## src/rtl/result_accumulator.sv

```systemverilog
// result_accumulator
// Captures 8-bit lane results under valid/ready, sums NSAMP of them into an
// ACC_W-bit frame sum, then presents the sum in parallel and shifts it out
// serially LSB first.
module result_accumulator #(
    parameter int NSAMP = 4,
    parameter int ACC_W = 10
) (
    input  logic             clk_i,
    input  logic             rst_ni,
    input  logic             ena_i,
    input  logic             clr_i,
    input  logic [7:0]       in_word_i,
    input  logic             in_valid_i,
    output logic             in_ready_o,
    output logic [ACC_W-1:0] sum_out_o,
    output logic             ser_out_o,
    output logic             ser_valid_o,
    output logic             ser_last_o,
    output logic             busy_o,
    output logic             overflow_o
);

    localparam int CNT_W = $clog2(NSAMP + 1);
    localparam int BIT_W = $clog2(ACC_W);

    typedef enum logic [1:0] {
        IDLE,
        ACCUM,
        SHIFT
    } state_e;

    state_e             state_q, state_d;
    logic [ACC_W-1:0]   acc_q, acc_d;
    logic [CNT_W-1:0]   cnt_q, cnt_d;
    logic [ACC_W-1:0]   shift_q, shift_d;
    logic [BIT_W-1:0]   bitCnt_q, bitCnt_d;
    logic [ACC_W-1:0]   sum_q, sum_d;
    logic               ovf_q, ovf_d;

    logic               transfer;
    logic [ACC_W-1:0]   wordExt;
    logic [ACC_W:0]     addFull;

    // Ready is gated by reset so nothing upstream sees a handshake while held in reset.
    assign in_ready_o = ena_i & rst_ni & (state_q != SHIFT);
    assign transfer   = in_valid_i & in_ready_o;
    assign wordExt    = ACC_W'(in_word_i);
    assign addFull    = {1'b0, acc_q} + {1'b0, wordExt};

    assign sum_out_o   = sum_q;
    assign overflow_o  = ovf_q;
    assign ser_out_o   = shift_q[0];
    assign ser_valid_o = (state_q == SHIFT);
    assign ser_last_o  = (state_q == SHIFT) && (bitCnt_q == BIT_W'(ACC_W - 1));
    assign busy_o      = (state_q != IDLE);

    // State register; async reset drops the frame and all outputs at once.
    always_ff @(posedge clk_i or negedge rst_ni) begin
        if (!rst_ni) begin
            state_q  <= IDLE;
            acc_q    <= '0;
            cnt_q    <= '0;
            shift_q  <= '0;
            bitCnt_q <= '0;
            sum_q    <= '0;
            ovf_q    <= 1'b0;
        end else begin
            state_q  <= state_d;
            acc_q    <= acc_d;
            cnt_q    <= cnt_d;
            shift_q  <= shift_d;
            bitCnt_q <= bitCnt_d;
            sum_q    <= sum_d;
            ovf_q    <= ovf_d;
        end
    end

    // Next-state logic: clr wins over a transfer, and nothing moves without ena.
    always_comb begin
        state_d  = state_q;
        acc_d    = acc_q;
        cnt_d    = cnt_q;
        shift_d  = shift_q;
        bitCnt_d = bitCnt_q;
        sum_d    = sum_q;
        ovf_d    = ovf_q;
        if (ena_i) begin
            if (clr_i) begin
                state_d  = IDLE;
                acc_d    = '0;
                cnt_d    = '0;
                shift_d  = '0;
                bitCnt_d = '0;
            end else begin
                case (state_q)
                    IDLE: begin
                        if (transfer) begin
                            acc_d = wordExt;
                            cnt_d = CNT_W'(1);
                            ovf_d = 1'b0;
                            if (NSAMP == 1) begin
                                sum_d    = wordExt;
                                shift_d  = wordExt;
                                bitCnt_d = '0;
                                state_d  = SHIFT;
                            end else begin
                                state_d = ACCUM;
                            end
                        end
                    end
                    ACCUM: begin
                        if (transfer) begin
                            acc_d = addFull[ACC_W-1:0];
                            cnt_d = cnt_q + 1'b1;
                            ovf_d = ovf_q | addFull[ACC_W];
                            if (cnt_q == CNT_W'(NSAMP - 1)) begin
                                sum_d    = addFull[ACC_W-1:0];
                                shift_d  = addFull[ACC_W-1:0];
                                bitCnt_d = '0;
                                state_d  = SHIFT;
                            end
                        end
                    end
                    SHIFT: begin
                        shift_d = shift_q >> 1;
                        if (bitCnt_q == BIT_W'(ACC_W - 1)) begin
                            bitCnt_d = '0;
                            state_d  = IDLE;
                        end else begin
                            bitCnt_d = bitCnt_q + 1'b1;
                        end
                    end
                    default: begin
                        state_d = IDLE;
                    end
                endcase
            end
        end
    end

endmodule

```

## config.mk

```make
export PLATFORM = sky130hd
export DESIGN_NAME = result_accumulator
export DESIGN_NICKNAME = d
export VERILOG_FILES = /design/src/rtl/result_accumulator.sv
export SDC_FILE = /design/constraint.sdc
export NUM_CORES = 1
export LEC_CHECK = 0
export CAP_MARGIN = 20
export CORE_MARGIN = 5
export CORE_UTILIZATION = 45
export DETAILED_ROUTE_END_ITERATION = 8
export PLACE_DENSITY_LB_ADDON = 0.05
export SYNTH_ARGS = -nofsm -noshare
export SYNTH_HDL_FRONTEND = slang
export SYNTH_SLANG_ARGS = --single-unit
export TNS_END_PERCENT = 100
```

## constraint.sdc

```tcl
create_clock -name clk_i -period 2 [get_ports clk_i]
set_input_delay 0.6 -clock clk_i [delete_from_list [all_inputs] [get_ports clk_i]]
set_output_delay 0.6 -clock clk_i [all_outputs]
set_load 0.02 [all_outputs]
```

==> results.txt, run 1 <==
Clock Skew: 0.0131 ns
Routed Antenna Nets: 0
Final HPWL DP: 4.56 mm
measured slew at the worst slew-check pin: 0.426 ns
final hold violation count: 0
Global Route Usage Sum: 20.8%
CTS tree: done
final setup margin: -0.00898 ns
Yosys cell types: 54
vias in the first global route: 2,233
Synth Register Bits: 40
Crit. End Element: register
post-layout min period: 2.01 ns
peak supply drop: 0.000461 V
Yosys top cell area share: 42.4%
FILL cells: 430
sw power: 897 uW
Port Buf Inserts: 28
WP data required: 2.23 ns
IO Count: 29
DR DRC count: 0
vias per cell: 5.25
Hold-fix buffers, CTS: 0
mapped cell area: 0.00236 sq mm
Antenna diodes: 0
Synth Flop Type: dfrtp_1
Post-synth EDFFs: 0
Pins Over Slew Limit: 0
period utilization: 100%
CP top delay family: compound AO/OA/AOI/OAI gates
Internal: 1850 uW
Max Fanout on Critical Path: 4
startpoint types: register
relative slew slack: 71.3%
failing checks: negative setup slack
die width: 82.4 um
H-tree level count: 2
clock network fraction of total power: 26.0%
CTS root buffer: clkbuf_8
power density over the cells: 780 mW/mm^2
initial antenna violation count: 0
async set-reset flop share out of synthesis: 100%
Avg Cell Area, Syn: 9.44 sq um
synth top area cells: dfrtp_1, ha_1, nand2_1, o21ai_0, a21oi_1
synth warn: 0
TritonCTS Buffers: 5
share of layout cells above drive strength 1: 36.0%
nets: 369
# clock sinks: 40
Clock Pin Slew Worst Setup and Hold Paths: 0.09 ns
die area: 0.00679 sq mm
Buf/Inv on CP: 1
Mapped Cells: 250
Layout area overhead: 49.2%
first-pass GRT wire length: 10.7 mm
gp weighted congestion: 0.885
Max Freq: 498 MHz
number of DRC markers in iteration 0: 91
max-cap viol count: 0
GR Overflow Total: 0
status: finished, violations left
Initial Utilization: 46.2%
# rows: 26
Setup CP Type: register to register
worst skew pair latency: 0.30 ns
Hold WS: 0.321 ns
Hold Crit Class: input pin to async pin
RSZ-0062 raised after global routing: true
CTS Buffer Depth: 2
DR pass1 iterations: 4
CP max stage cell: dfrtp_1
Routed wire per std cell: 15.1 um
Die Span Y: 82.4 um
vias: 2,175
Total Wirelength: 6.27 mm
count of final setup violators: 1
Syn Nets: 276
Total Power: 2750 uW
crit path cell chain: ha_4, inv_2, fa_2, nand2b_4, a211oi_4, a31oi_4, or3_1, o21ai_1
post-route setup TNS: -0.00898 ns
area leader, netlist: dfrtp_1
crit-path max cell delay: 0.40 ns
leakage power: 0.00163 uW
core box area: 0.00511 sq mm
largest net degree at the start of global routing: 25
logic gate share of total power: 39.7%
final core occ: 68.9%
post-synthesis sequential area ratio: 42.4%
Flop pwr share: 34.3%
Sw Ratio: 32.7%
Critical Path AT: 2.24 ns
## synthesized netlist by cell type, types with 4 or more instances
master    count
mux2i_1       5
o21ai_1       6
nand2b_1      4
nor2_1       18
ha_1         12
and3_1        4
xor2_1        4
inv_1        12
buf_2         6
or3_1         4
dfrtp_1      40
o21ai_0      19
o31ai_1       7
a211oi_1      4
a21oi_1      15
nand2_1      29
nand3_1       4
## power groups by stage
stage	clock [uW]	combinational, uW	sequential [uW]
after floorplan	0	458	947
after global placement	0	875	942
after detailed placement	0	884	944
after CTS	726	1020	941
after global routing	755	1200	951
final	715	1090	942
## layout by cell type, fill, tap and decap left out, types with 3 or more instances in the layout
cell type and instances:
nand3_1 4, clkbuf_8 6, nor2_1 18, mux2i_1 5, a21o_1 3, a21oi_1 13, ha_1 5, o21ai_0 11
and3_1 4, clkbuf_2 3, dlymetal6s2s_1 3, ha_4 7, inv_1 10, dfrtp_1 40, xor2_1 3, clkdlybuf4s50_1 12
nand2_1 29, dlygate4sd2_1 4, nand2b_1 3, buf_4 68, o21ai_1 12, buf_2 5, nor4b_1 3, o31ai_1 7
## cells by family (layout without fill, tap and decap cells)
| family | Yosys count | in the layout | synth area share (%) |
|---|---|---|---|
| compound gates | 76 | 76 | 21.0 |
| xor+xnor | 7 | 7 | 2.60 |
| fa+ha+maj | 13 | 13 | 7.21 |
| buf+inv | 24 | 118 | 4.93 |
| flops | 40 | 40 | 42.4 |
| mux | 8 | 8 | 3.71 |
| simple gates | 82 | 82 | 18.1 |
## metrics by stage
stage | instance area [sq um] | cells | worst slack [ns]
floorplan | 2390 | 250 | -0.108
global placement | 3130 | 394 | -0.756
detailed placement | 3130 | 394 | -0.794
CTS | 3450 | 410 | -0.0228
global route | 3520 | 414 | -0.101
finish | 3520 | 414 | -0.00898
## final cells by class
| class | count | area, sq um | area share (%) |
|---|---|---|---|
| multi-input cells | 186 | 1480 | 41.9 |
| flip-flops and latches | 40 | 1000 | 28.4 |
| clock inverters | 2 | 38.8 | 1.10 |
| inverters | 12 | 45.0 | 1.28 |
| well taps | 70 | 87.6 | 2.49 |
| repair buffers | 98 | 790 | 22.4 |
| clock buffers | 6 | 82.6 | 2.35 |
## sequential cells by signal, summed over array words and instances (netlist names)
register    flops
acc_q          10
shift_q        10
cnt_q           3
state_q         2
sum_out_o      10
overflow_o      1
bitCnt_q        4
## path summary, 6_finish.rpt
path	from	end	slack (ns)	cells past startpoint
worst max-delay path	acc_q[0]	acc_q[8]	-0.009	8
max in group asynchronous	rst_ni	cnt_q[2]	1.38	3
worst max register to register	acc_q[0]	acc_q[8]	-0.009	8
worst min register to register	sum_out_o[1]	sum_out_o[1]	0.49	2
min in group clk_i	sum_out_o[1]	sum_out_o[1]	0.49	2
worst min-delay path	rst_ni	bitCnt_q[0]	0.32	2
## routing by layer
metal  part of all wire (%)  up-vias  GRT usage [%]
met3                    3.8        6           3.80
met2                     51       40           36.1
met5                      0        -              0
li1                       -     1094              -
met4                    1.2        0           5.98
met1                     44     1035           26.3
## timing repair
action                     4_1_cts  5_1_grt
setup endpoints to repair       32       34
buffers inserted                 8        4
hold endpoints to repair         0        0
resized for setup               53       24
pin swaps                       17       12
Note: power is estimated with default switching activity, not from simulation.
==> inputs of run 2 (changes only) <==
--- a/config.mk
+++ b/config.mk
@@ -5,11 +5,12 @@
 export SDC_FILE = /design/constraint.sdc
 export NUM_CORES = 1
 export LEC_CHECK = 0
-export CAP_MARGIN = 20
 export CORE_MARGIN = 5
 export CORE_UTILIZATION = 45
 export DETAILED_ROUTE_END_ITERATION = 8
 export PLACE_DENSITY_LB_ADDON = 0.05
+export RECOVER_POWER = 100
+export SKIP_CTS_REPAIR_TIMING = 1
 export SYNTH_ARGS = -nofsm -noshare
 export SYNTH_HDL_FRONTEND = slang
 export SYNTH_SLANG_ARGS = --single-unit
==> results.txt, run 2 (synthesis gave the netlist of run 1 again) <==
TritonCTS Buffers: 5 (unchanged)
Total Wirelength: 6.19 mm (-1.3%)
GR Overflow Total: 0 (unchanged)
failing checks: negative setup slack
IO Count: 29 (unchanged)
Port Buf Inserts: 28 (unchanged)
Routed wire per std cell: 15.1 um (about the same)
first-pass GRT wire length: 10.2 mm (-4.8%)
Antenna diodes: 0 (unchanged)
Max Freq: 489 MHz (-1.8%)
leakage power: 0.00169 uW (+3.8%)
Crit. End Element: register
Layout area overhead: 50.1%
die width: 82.4 um (unchanged)
Global Route Usage Sum: 19.8% (-1.0 points)
relative slew slack: 15.3% (-56 points)
# rows: 26 (unchanged)
vias in the first global route: 2,104 (-5.8%)
FILL cells: 429 (-0.23%)
DR pass1 iterations: 4 (unchanged)
Die Span Y: 82.4 um (unchanged)
peak supply drop: 0.000477 V (+3.6%)
hold path endpoint: sum_out_o[1]
H-tree level count: 2 (unchanged)
gp weighted congestion: 0.885 (unchanged)
final setup margin: -0.0467 ns (-0.0377 ns)
Hold Crit Depth: 2
Clock Pin Slew Worst Setup and Hold Paths: 0.09 ns (about the same)
CTS Buffer Depth: 2 (unchanged)
Critical Path AT: 2.27 ns (+0.03 ns)
CTS tree: done
power density over the cells: 769 mW/mm^2 (-1.5%)
Worst R2R Path Depth: 8 (unchanged)
HP Start: sum_out_o[1]
WP data required: 2.23 ns (about the same)
count of final setup violators: 1 (unchanged)
max-cap viol count: 0 (unchanged)
RR Startpoint: acc_q[0]
vias: 2,121 (-2.5%)
vias per cell: 5.19 (-1.3%)
Max Fanout on Critical Path: 4 (unchanged)
most common cell after layout, fill and taps aside: buf_4
Pins Over Slew Limit: 0 (unchanged)
startpoint types: register
core box area: 0.00511 sq mm (unchanged)
Final HPWL DP: 4.56 mm (unchanged)
Initial Utilization: 46.2% (unchanged)
Clock Skew: 0.0127 ns (-0.000453 ns)
post-layout min period: 2.05 ns (+0.0377 ns)
worst skew pair latency: 0.30 ns (about the same)
nets: 364 (-1.4%)
Setup CP Type: register to register
Hold Crit Class: register to register
period utilization: 102% (+1.9 points)
most frequent cells in the layout: buf_4, dfrtp_1, nand2_1
Routed Antenna Nets: 0 (unchanged)
initial antenna violation count: 0 (unchanged)
share of layout cells above drive strength 1: 33.9% (-2.1 points)
r2r setup slk: -0.05 ns (-0.04 ns)
largest net degree at the start of global routing: 25 (unchanged)
final hold violation count: 0 (unchanged)
final core occ: 69.3% (+0.42 points)
RSZ-0062 raised after global routing: true
Area after DPL: 0.00313 sq mm (unchanged)
number of DRC markers in iteration 0: 73 (-20%)
post-route cell area: 0.00354 sq mm (+0.60%)
die area: 0.00679 sq mm (unchanged)
status: finished, violations left
measured slew at the worst slew-check pin: 1.27 ns (+0.845 ns)
# clock sinks: 40 (unchanged)
DR DRC count: 0 (unchanged)
Reg2Reg Capture Point: acc_q[8]
Total Power: 2720 uW (-0.92%)
CTS root buffer: clkbuf_8
[run 2: area by class of cell]
type / instances / area, sq um / area share, %
Clock buffer: 6 / 82.6 / 2.33
Clock inverter: 2 / 38.8 / 1.10
Inverter: 12 / 45.0 / 1.27
Multi-Input combinational cell: 186 / 1490 / 42.0
Sequential cell: 40 / 1000 / 28.3
Tap cell: 70 / 87.6 / 2.47
Timing Repair Buffer: 93 / 800 / 22.6
[run 2: per-stage QoR]
step	instances	hold slack [ns]	TNS [ns]	setup slack (ns)
2_1_floorplan	250	0.304	-0.354	-0.108
3_3_place_gp	394	0.455	-17.35	-0.756
3_5_place_dp	394	0.469	-18.15	-0.794
4_1_cts	402	0.335	-8.12	-0.502
5_1_grt	409	0.511	-0.416	-0.151
6_report	409	0.486	-0.0467	-0.0467
[run 2: per-layer routing]
layer	GRT usage, %	vias to the layer above	wire [um]
li1	-	1086	-
met1	26.1	1006	2890
met2	33.7	22	3080
met3	3.36	7	159
met4	4.49	0	68
met5	0	-	0
[run 2: how the worst max path moves through the flow]
| stage | startpoint | to | slack (ns) | cells past startpoint |
|---|---|---|---|---|
| final | acc_q[0] | acc_q[8] | -0.05 | 8 |
| after global routing | acc_q[0] | acc_q[8] | -0.15 | 8 |
| after CTS | in_word_i[0] | acc_q[8] | -0.50 | 9 |
| after detailed placement | in_word_i[0] | acc_q[8] | -0.79 | 9 |
| after global placement | in_word_i[0] | acc_q[8] | -0.76 | 9 |
| after floorplan | in_word_i[0] | acc_q[8] | -0.11 | 8 |
[run 2: worst max-delay path, cell delays in order, from the launching register on]
cell and delay [ns]:
dfrtp_1 0.40, ha_4 0.15, inv_2 0.04, fa_2 0.35
nand2b_4 0.17, a211oi_4 0.29, a31oi_4 0.17, or3_1 0.32
o21ai_1 0.08
[run 2: power breakdown]
part           switching [uW]  internal, uW  total (uW)
Clock                     306           408         715
Combinational             526           539        1070
Sequential               58.3           883         942
Total                     891          1830        2720
